$ cat src/rtl/fifo_param.sv
// fifo_param: parametrised single-clock FIFO with simultaneous read/write,
// an occupancy count, zero-lag status flags and sticky error flags.
//
// Ports:
//   clk          - clock; all state updates on the rising edge
//   rst          - asynchronous, active-high reset
//   mode[1:0]    - command: 00 idle, 01 write, 10 read, 11 read+write
//   datain       - write data, stored when a write is accepted
//   clr_err      - clears overflow/underflow (a same-cycle error wins)
//   dataout      - registered read data; holds between reads
//   valid_out    - high for one cycle after each accepted read
//   empty/full   - count == 0 / count == DEPTH
//   almost_empty - count <= AE_LEVEL
//   almost_full  - count >= AF_LEVEL
//   count        - current occupancy, 0..DEPTH
//   overflow     - sticky: a write was rejected
//   underflow    - sticky: a read was rejected
module fifo_param #(
  parameter int WIDTH    = 4,
  parameter int DEPTH    = 5,
  parameter int AF_LEVEL = DEPTH - 1,
  parameter int AE_LEVEL = 1,
  localparam int CNT_W   = $clog2(DEPTH + 1)
) (
  input  logic             clk,
  input  logic             rst,
  input  logic [1:0]       mode,
  input  logic [WIDTH-1:0] datain,
  input  logic             clr_err,
  output logic [WIDTH-1:0] dataout,
  output logic             valid_out,
  output logic             empty,
  output logic             full,
  output logic             almost_empty,
  output logic             almost_full,
  output logic [CNT_W-1:0] count,
  output logic             overflow,
  output logic             underflow
);

  localparam int PTR_W = $clog2(DEPTH);
  localparam logic [PTR_W-1:0] LAST_IDX = PTR_W'(DEPTH - 1);
  localparam logic [CNT_W-1:0] FULL_CNT = CNT_W'(DEPTH);

  logic [WIDTH-1:0] mem [DEPTH];
  logic [PTR_W-1:0] wp;
  logic [PTR_W-1:0] rp;

  logic rd_req;
  logic wr_req;
  logic rd_ok;
  logic wr_ok;

  assign rd_req = mode[1];
  assign wr_req = mode[0];
  assign rd_ok  = rd_req && (count != '0);
  // A full FIFO can still take a write when a read frees a slot this cycle.
  assign wr_ok  = wr_req && ((count != FULL_CNT) || rd_ok);

  // Flags decode the registered count directly, so they never lag it.
  assign empty        = (count == '0);
  assign full         = (count == FULL_CNT);
  assign almost_empty = (int'(count) <= AE_LEVEL);
  assign almost_full  = (int'(count) >= AF_LEVEL);

  // Storage is intentionally not reset.
  always_ff @(posedge clk) begin
    if (wr_ok) begin
      mem[wp] <= datain;
    end
  end

  // Pointers wrap explicitly so DEPTH need not be a power of two.
  always_ff @(posedge clk or posedge rst) begin
    if (rst) begin
      wp <= '0;
      rp <= '0;
    end else begin
      if (wr_ok) begin
        wp <= (wp == LAST_IDX) ? '0 : wp + 1'b1;
      end
      if (rd_ok) begin
        rp <= (rp == LAST_IDX) ? '0 : rp + 1'b1;
      end
    end
  end

  always_ff @(posedge clk or posedge rst) begin
    if (rst) begin
      count <= '0;
    end else begin
      case ({wr_ok, rd_ok})
        2'b10:   count <= count + 1'b1;
        2'b01:   count <= count - 1'b1;
        default: count <= count;
      endcase
    end
  end

  always_ff @(posedge clk or posedge rst) begin
    if (rst) begin
      dataout   <= '0;
      valid_out <= 1'b0;
    end else begin
      valid_out <= rd_ok;
      if (rd_ok) begin
        dataout <= mem[rp];
      end
    end
  end

  // Setting an error flag takes priority over clearing it.
  always_ff @(posedge clk or posedge rst) begin
    if (rst) begin
      overflow  <= 1'b0;
      underflow <= 1'b0;
    end else begin
      if (wr_req && !wr_ok) begin
        overflow <= 1'b1;
      end else if (clr_err) begin
        overflow <= 1'b0;
      end
      if (rd_req && !rd_ok) begin
        underflow <= 1'b1;
      end else if (clr_err) begin
        underflow <= 1'b0;
      end
    end
  end

endmodule

$ cat config.mk
export PLATFORM = sky130hd
export DESIGN_NAME = fifo_param
export DESIGN_NICKNAME = d
export VERILOG_FILES = /design/src/rtl/fifo_param.sv
export SDC_FILE = /design/constraint.sdc
export NUM_CORES = 1
export LEC_CHECK = 0
export ABC_AREA = 1
export CELL_PAD_IN_SITES_DETAIL_PLACEMENT = 1
export CELL_PAD_IN_SITES_GLOBAL_PLACEMENT = 1
export CORE_ASPECT_RATIO = 1.5
export CORE_MARGIN = 2
export CORE_UTILIZATION = 42
export DETAILED_ROUTE_END_ITERATION = 6
export GPL_TIMING_DRIVEN = 0
export MAX_ROUTING_LAYER = met4
export PLACE_DENSITY_LB_ADDON = 0.1
export SLEW_MARGIN = 5
export SYNTH_ARGS = -nofsm -noshare
export SYNTH_HDL_FRONTEND = slang
export SYNTH_SLANG_ARGS = --single-unit
export TNS_END_PERCENT = 50
$ cat constraint.sdc
create_clock -name clk -period 2 [get_ports clk]
set_input_delay 0.2 -clock clk [delete_from_list [all_inputs] [get_ports clk]]
set_output_delay 0.2 -clock clk [all_outputs]
set_load 0.01 [all_outputs]
==> results of run 1 <==
==> timing repair <==
item,in CTS,in global routing
setup buffers,0,1
gates resized for setup,1,7
endpoints found under the setup margin,1,15
==> area by class of cell <==
| class | instances | area, sq um |
|---|---|---|
| buffer | 5 | 45.0 |
| clock buffer | 5 | 68.8 |
| clock inverter | 3 | 42.5 |
| fill | 440 | 1790 |
| inverter | 17 | 68.8 |
| multi-input combinational | 117 | 649 |
| sequential | 36 | 1000 |
| tap | 45 | 56.3 |
| timing repair buffer | 23 | 233 |
==> power groups by stage <==
stage / clock network, W / logic (W) / registers [W]
after CTS: 0.000643 / 0.00152 / 0.00114
final: 0.000632 / 0.00152 / 0.00114
after global placement: 0 / 0.00141 / 0.00113
after floorplan: 0 / 0.000918 / 0.00116
after detailed placement: 0 / 0.00150 / 0.00115
after global routing: 0.000673 / 0.00174 / 0.00117
==> worst max-delay path, stage by stage (launching register included) <==
cell and delay [ns]:
dfrtp_1 0.44, inv_2 0.13, ha_4 0.18, nand2_4 0.08, inv_1 0.06, clkdlybuf4s50_1 0.52
==> stage by stage <==
step	utilization, %	cells	instance area [sq um]	hold WS [ns]
after CTS	53.9	250	2130	0.315
after detailed placement	51.0	242	2020	0.474
after global placement	51.0	242	2020	0.466
after floorplan	-	175	1740	0.114
final	54.7	251	2160	0.297
after global routing	54.7	251	2160	0.344
==> state kept, by name (all words and copies together) (netlist names) <==
name,count
mem,20
dataout,4
count,3
rp,3
wp,3
overflow,1
underflow,1
valid_out,1
==> layer usage <==
layer  wire, um  vias up
li1           -      630
met1       1370      625
met2       2250       20
met3         91       10
met4         98        0
met5          0        -
==> cell usage in the layout, fill, tap and decap left out, types with 3 or more instances in the layout <==
master           Yosys  layout
buf_6                3       3
clkbuf_8             0       5
clkdlybuf4s50_1      0      20
dfrtp_1             16      16
edfxtp_1            20      20
ha_1                 8       6
inv_1               12      10
inv_2                3       5
nand2_1             55      55
nand3_1             16      16
nand3_2              3       3
nor2_1              10      10
nor2_2               4       4
o21ai_1              4       4
==> cells by family (layout without fill, tap and decap cells) <==
kind of cell | count (synthesis) | after routing | share of synthesized area [%]
adder cells (fa/ha/maj) | 8 | 8 | 5.74
flip-flops | 36 | 36 | 57.4
buffers and inverters | 22 | 53 | 6.53
XOR/XNOR | 1 | 1 | 0.502
AND/OR/NAND/NOR | 97 | 97 | 25.7
AO/OA/AOI/OAI | 11 | 11 | 4.16
==> final timing paths <==
check,startpoint,to,slack [ns],cells past startpoint
worst min register to register,dataout[1],dataout[1],0.48,2
worst min-delay path,rst,dataout[0],0.30,2
min in group clk,dataout[1],dataout[1],0.48,2
worst max-delay path,count[0],empty,0.11,5
worst max register to register,count[1],mem[4][1],0.13,5
max in group asynchronous,rst,wp[0],1.28,2
==> results.rst, run 1 <==
.. list-table::
   :header-rows: 1

   * - Metric
     - Value
   * - Area of the die
     - 0.00469 sq mm
   * - Number of global-route vias before repair
     - 1474
   * - Switch Pwr
     - 0.00126 W
   * - Wire length after detailed routing
     - 3820 um
   * - Post-synth ARST share
     - 44.4%
   * - Largest net degree at the start of global routing
     - 17
   * - RSZ-0062 raised after global routing
     - no
   * - Net count, final
     - 222
   * - Layout cells sized above 1
     - 17.0%
   * - H-Tree Level Count
     - 2
   * - Number of nets produced by synthesis
     - 192
   * - Global-route wire length before repair
     - 6760 um
   * - Critical path class
     - register to output pin
   * - Post-DP HPWL
     - 2960 um
   * - Count of buffers from port buffering
     - 22
   * - EDFF count, synth
     - 20
   * - Leading cell type by number of instances after synthesis
     - nand2_1
   * - Clock Power Share
     - 19.2%
   * - Clk Latency, worst-skew pair
     - 0.29 ns
   * - Root Buffer Master
     - clkbuf_8
   * - Number of hold-slack violations in the final timing report
     - 0
   * - Switching power as a share of total power
     - 38.3%
   * - Fraction of the cycle the final worst path needs
     - 94.6%
   * - Largest fanout of any net on the critical path
     - 5
   * - Post-synthesis to final-layout area growth
     - 24.1%
   * - DRC Markers
     - 0
   * - Detailed Routing Iterations Pass 1
     - 4
   * - TritonCTS buffer count
     - 5
   * - Internal
     - 0.00203 W
   * - Leading register cell type out of synthesis
     - edfxtp_1
   * - TritonCTS clock tree
     - done
   * - Met1 demand-to-capacity share in global routing
     - 19.6%
   * - Max Root-Sink Buffers
     - 2
   * - Leakage
     - 0.977 nW
   * - Seq/Total Area, Yosys
     - 57.4%
   * - N_diodes
     - 0
   * - Seq pwr share
     - 34.6%
   * - Clock skew
     - 0.00693 ns
   * - Global routing met2 resource utilization
     - 35.1%
   * - Crit path time final
     - 1.89 ns
   * - Category of the worst setup path launch point
     - register
   * - Leading post-synthesis cells by cell area
     - edfxtp_1 (34%), dfrtp_1 (23%), nand2_1 (12%)
   * - Number of different library cells in the post-synthesis netlist
     - 28
   * - Die Width
     - 56.6 um
   * - Achievable frequency
     - 528 MHz
   * - Count of hold-fix buffers inserted at cts
     - 0
   * - Wire per inst
     - 15.2 um
   * - Core Rows
     - 28
   * - Grt peak-use layer
     - met2
   * - Pre-CTS setup slack
     - -0.0734 ns
   * - CTS sink count
     - 36
   * - Count of final max-slew check failures
     - 0
   * - Via density
     - 5.12
   * - Count of endpoints failing setup in the final report
     - 0
   * - Effective utilization at floorplan
     - 44.1%
   * - Synthesized area per cell
     - 9.97 sq um
   * - Remaining antenna violation count
     - 0
   * - Total power
     - 0.00329 W
   * - Result of the run
     - finished, final reports clean
   * - Critical path data required time
     - 1.80 ns
   * - Leading cell types by count after synthesis
     - nand2_1 (55), edfxtp_1 (20), dfrtp_1 (16), nand3_1 (16), inv_1 (12)
   * - Arrival time of the worst setup path
     - 1.69 ns
   * - Slew Limit Headroom
     - 56.1%
   * - Final-layout setup total negative slack
     - 0 ns
   * - Initial detailed-routing violation count
     - 24
   * - Met3 Track Usage GR
     - 3.89%
   * - Sort of element at the end of the critical path
     - output pin
   * - Initial antenna violation count
     - 0
   * - Highest ir drop seen on vdd
     - 0.828 mV
   * - Path class of the lowest-slack min-delay path
     - input port to asynchronous set/reset pin
   * - Number of instances in the synthesized netlist
     - 175
   * - Max-cap viol count
     - 0
   * - Num ports
     - 23
   * - Yosys Warn Count
     - 0
   * - Synthesis-stage register bit count
     - 36
   * - Power per cell area
     - 1520 mW/mm^2
   * - Vertical extent of the die
     - 82.9 um
   * - Post-synthesis instance area
     - 0.00174 sq mm
   * - GP Congestion
     - 0.753
   * - Number of vias after detailed routing
     - 1285
   * - Slew at the pin with the worst max-slew slack
     - 0.657 ns
   * - GRT Util Overall
     - 19.4%
   * - Core outline area
     - 0.00396 sq mm
   * - Overflow after GRT
     - 0
   * - Clock-pin transition on the worst setup and hold timing paths
     - 0.08 ns
   * - Part of the power in combinational logic
     - 46.2%
   * - Portion of synthesized cell area occupied by the leading cell type
     - 34.4%
   * - Crit path setup slack, layout
     - 0.108 ns
   * - Post-synthesis cell type with the largest combined area
     - edfxtp_1
(Power assumes the default switching activity.)
==> run 2, diff against run 1 <==
--- a/config.mk
+++ b/config.mk
@@ -10,11 +10,12 @@
 export CELL_PAD_IN_SITES_GLOBAL_PLACEMENT = 1
 export CORE_ASPECT_RATIO = 1.5
 export CORE_MARGIN = 2
-export CORE_UTILIZATION = 42
+export CORE_UTILIZATION = 45
 export DETAILED_ROUTE_END_ITERATION = 6
 export GPL_TIMING_DRIVEN = 0
 export MAX_ROUTING_LAYER = met4
 export PLACE_DENSITY_LB_ADDON = 0.1
+export SKIP_CTS_REPAIR_TIMING = 1
 export SLEW_MARGIN = 5
 export SYNTH_ARGS = -nofsm -noshare
 export SYNTH_HDL_FRONTEND = slang
==> constraint.sdc (replaced) <==
create_clock -name clk -period 2.3 [get_ports clk]
set_input_delay 0.23 -clock clk [delete_from_list [all_inputs] [get_ports clk]]
set_output_delay 0.23 -clock clk [all_outputs]
set_load 0.01 [all_outputs]
==> results.rst, run 2 (synthesis results as in run 1) <==
.. list-table::
   :header-rows: 1

   * - Metric
     - Value
   * - Leakage
     - 0.947 nW (-3.1%)
   * - Root Buffer Master
     - clkbuf_8
   * - Crit path setup slack, layout
     - 0.212 ns (+0.105 ns)
   * - Area of the die
     - 0.00440 sq mm (-6.3%)
   * - TritonCTS buffer count
     - 5 (unchanged)
   * - Core Rows
     - 27 (-3.6%)
   * - Critical Path Start
     - count[0]
   * - Largest register by flop count
     - mem
   * - Flip-flop count of the largest register after layout
     - 20 (unchanged)
   * - CP max-delay cell
     - clkdlybuf4s50_1
   * - Die Width
     - 54.8 um (-3.2%)
   * - Effective utilization at floorplan
     - 47.4% (+3.3 points)
   * - Crit path time final
     - 2.09 ns
   * - GRT Util Overall
     - 20.5% (+1.2 points)
   * - Fraction of the cycle the final worst path needs
     - 90.8%
   * - Wire length after detailed routing
     - 3790 um (-0.73%)
   * - Pre-CTS setup slack
     - 0.172 ns (+0.245 ns)
   * - Vertical extent of the die
     - 80.3 um (-3.2%)
   * - Initial detailed-routing violation count
     - 12 (-50%)
   * - Number of vias after detailed routing
     - 1270 (-1.2%)
   * - Num ports
     - 23 (unchanged)
   * - Flop-to-flop setup slack
     - 0.34 ns (+0.21 ns)
   * - Area of placed instances
     - 0.00202 sq mm (-0.12%)
   * - Max-cap viol count
     - 0 (unchanged)
   * - Worst Reg2Reg Path Length in Cells
     - 5 (unchanged)
   * - Initial antenna violation count
     - 0 (unchanged)
   * - Layout cells sized above 1
     - 13.7% (-3.3 points)
   * - Count of buffers from port buffering
     - 22 (unchanged)
   * - Sort of element at the end of the critical path
     - output pin
   * - Largest registers
     - mem x20, dataout x4
   * - Result of the run
     - finished, final reports clean
   * - Fin util
     - 57.7% (+3.1 points)
   * - Crit path to
     - empty
   * - Clk Latency, worst-skew pair
     - 0.29 ns (about the same)
   * - Core outline area
     - 0.00368 sq mm (-7.0%)
   * - Count of final max-slew check failures
     - 0 (unchanged)
   * - Final-layout setup total negative slack
     - 0 ns (unchanged)
   * - Crit path top cell by count
     - inv_1
   * - Achievable frequency
     - 479 MHz
   * - Highest ir drop seen on vdd
     - 0.841 mV (+1.6%)
   * - Detailed Routing Iterations Pass 1
     - 2 (-2)
   * - Clock skew
     - 0.00734 ns (+0.000403 ns)
   * - N_diodes
     - 0 (unchanged)
   * - Largest net degree at the start of global routing
     - 17 (unchanged)
   * - Post-synthesis to final-layout area growth
     - 21.9%
   * - Global-route wire length before repair
     - 6110 um (-9.6%)
   * - Path class of the lowest-slack min-delay path
     - input port to asynchronous set/reset pin
   * - End of the worst register-to-register path
     - mem[4][1]
   * - CTS sink count
     - 36 (unchanged)
   * - FF-to-FF Start
     - count[1]
   * - Largest fanout of any net on the critical path
     - 5 (unchanged)
   * - Slew at the pin with the worst max-slew slack
     - 0.744 ns (+0.0867 ns)
   * - Commonest cells after routing, fill and taps aside
     - nand2_1 (55), clkdlybuf4s50_1 (22), edfxtp_1 (20)
   * - Arrival time of the worst setup path
     - 1.86 ns (+0.17 ns)
   * - Max Root-Sink Buffers
     - 2 (unchanged)
   * - Worst path cell trace
     - inv_1, ha_1, nand2_4, inv_1, clkdlybuf4s50_1
   * - Count of endpoints failing setup in the final report
     - 0 (unchanged)
   * - GP Congestion
     - 0.750 (-0.36%)
   * - Slew Limit Headroom
     - 50.3% (-5.8 points)
   * - Category of the worst setup path launch point
     - register
   * - Net count, final
     - 221 (-0.45%)
   * - Clock-pin transition on the worst setup and hold timing paths
     - 0.08 ns (about the same)
   * - Largest incremental delay on the critical path
     - 0.53 ns (about the same)
   * - Number of hold-slack violations in the final timing report
     - 0 (unchanged)
   * - H-Tree Level Count
     - 2 (unchanged)
   * - RSZ-0062 raised after global routing
     - no
   * - Post-route cell area
     - 0.00213 sq mm (-1.8%)
   * - Wire per inst
     - 15.3 um (+0.47%)
   * - Most common cell after layout, fill and taps aside
     - nand2_1
   * - DRC Markers
     - 0 (unchanged)
   * - TritonCTS clock tree
     - done
   * - Critical path data required time
     - 2.07 ns (+0.27 ns)
   * - Via density
     - 5.12 (about the same)
   * - Power per cell area
     - 1320 mW/mm^2 (-14%)
   * - Remaining antenna violation count
     - 0 (unchanged)
   * - Overflow after GRT
     - 0 (unchanged)
   * - Critical path class
     - register to output pin
   * - Number of global-route vias before repair
     - 1346 (-8.7%)
   * - Post-DP HPWL
     - 2880 um (-2.8%)
-- run 2: worst min path at each step --
| stage | endpoint | slack (ns) | cells after the start | startpoint |
|---|---|---|---|---|
| floorplan | count[0] | 0.14 | 1 | rst |
| global placement | dataout[2] | 0.46 | 2 | dataout[2] |
| detailed placement | dataout[2] | 0.47 | 2 | dataout[2] |
| CTS | dataout[1] | 0.37 | 2 | rst |
| global route | dataout[1] | 0.44 | 2 | rst |
| finish | dataout[1] | 0.38 | 2 | rst |
-- run 2: per-stage QoR --
step	std cells	hold slack (ns)	total power [W]
final	248	0.378	0.00280
after global routing	248	0.444	0.00301
after CTS	248	0.371	0.00284
after detailed placement	240	0.469	0.00227
after global placement	240	0.462	0.00220
after floorplan	175	0.144	0.00181
-- run 2: layout make-up --
type / instances / area, sq um
fill: 430 / 1560
sequential: 36 / 1000
multi-input combinational: 117 / 629
timing repair buffer: 22 / 220
clock buffer: 6 / 72.6
inverter: 17 / 68.8
tap: 43 / 53.8
buffer: 5 / 45.0
clock inverter: 2 / 35.0
-- run 2: power breakdown --
part / internal, W / leakage, nW / switching, W / total (W)
logic: 0.000542 / 0.512 / 0.000719 / 0.00126
registers: 0.000871 / 0.380 / 0.000117 / 0.000988
clock network: 0.000322 / 0.0552 / 0.000224 / 0.000546
total: 0.00173 / 0.947 / 0.00106 / 0.00280
-- run 2: metal layers --
| layer | routed length (um) | part of all wire (%) | vias up | global-route usage [%] |
|---|---|---|---|---|
| met5 | 0 | 0 | - | - |
| met4 | 88 | 2.3 | 0 | 9.75 |
| li1 | - | - | 625 | - |
| met3 | 102 | 2.7 | 9 | 3.53 |
| met2 | 2280 | 60 | 24 | 38.5 |
| met1 | 1330 | 35 | 612 | 18.6 |
-- run 2: critical path, delay by kind of cell, from the launching register on --
| kind | cells | cell delay (ns) |
|---|---|---|
| buffers and inverters | 3 | 0.74 |
| DFF | 1 | 0.44 |
| adders and majority gates | 1 | 0.29 |
| and+or+nand+nor | 1 | 0.10 |
==> run 3, diff against run 2 <==
--- a/config.mk
+++ b/config.mk
@@ -16,6 +16,7 @@
 export MAX_ROUTING_LAYER = met4
 export PLACE_DENSITY_LB_ADDON = 0.1
 export SKIP_CTS_REPAIR_TIMING = 1
+export SKIP_LAST_GASP = 1
 export SLEW_MARGIN = 5
 export SYNTH_ARGS = -nofsm -noshare
 export SYNTH_HDL_FRONTEND = slang
==> results of run 3 <==
Final layout, timing and power as in run 2 (identical DEF).
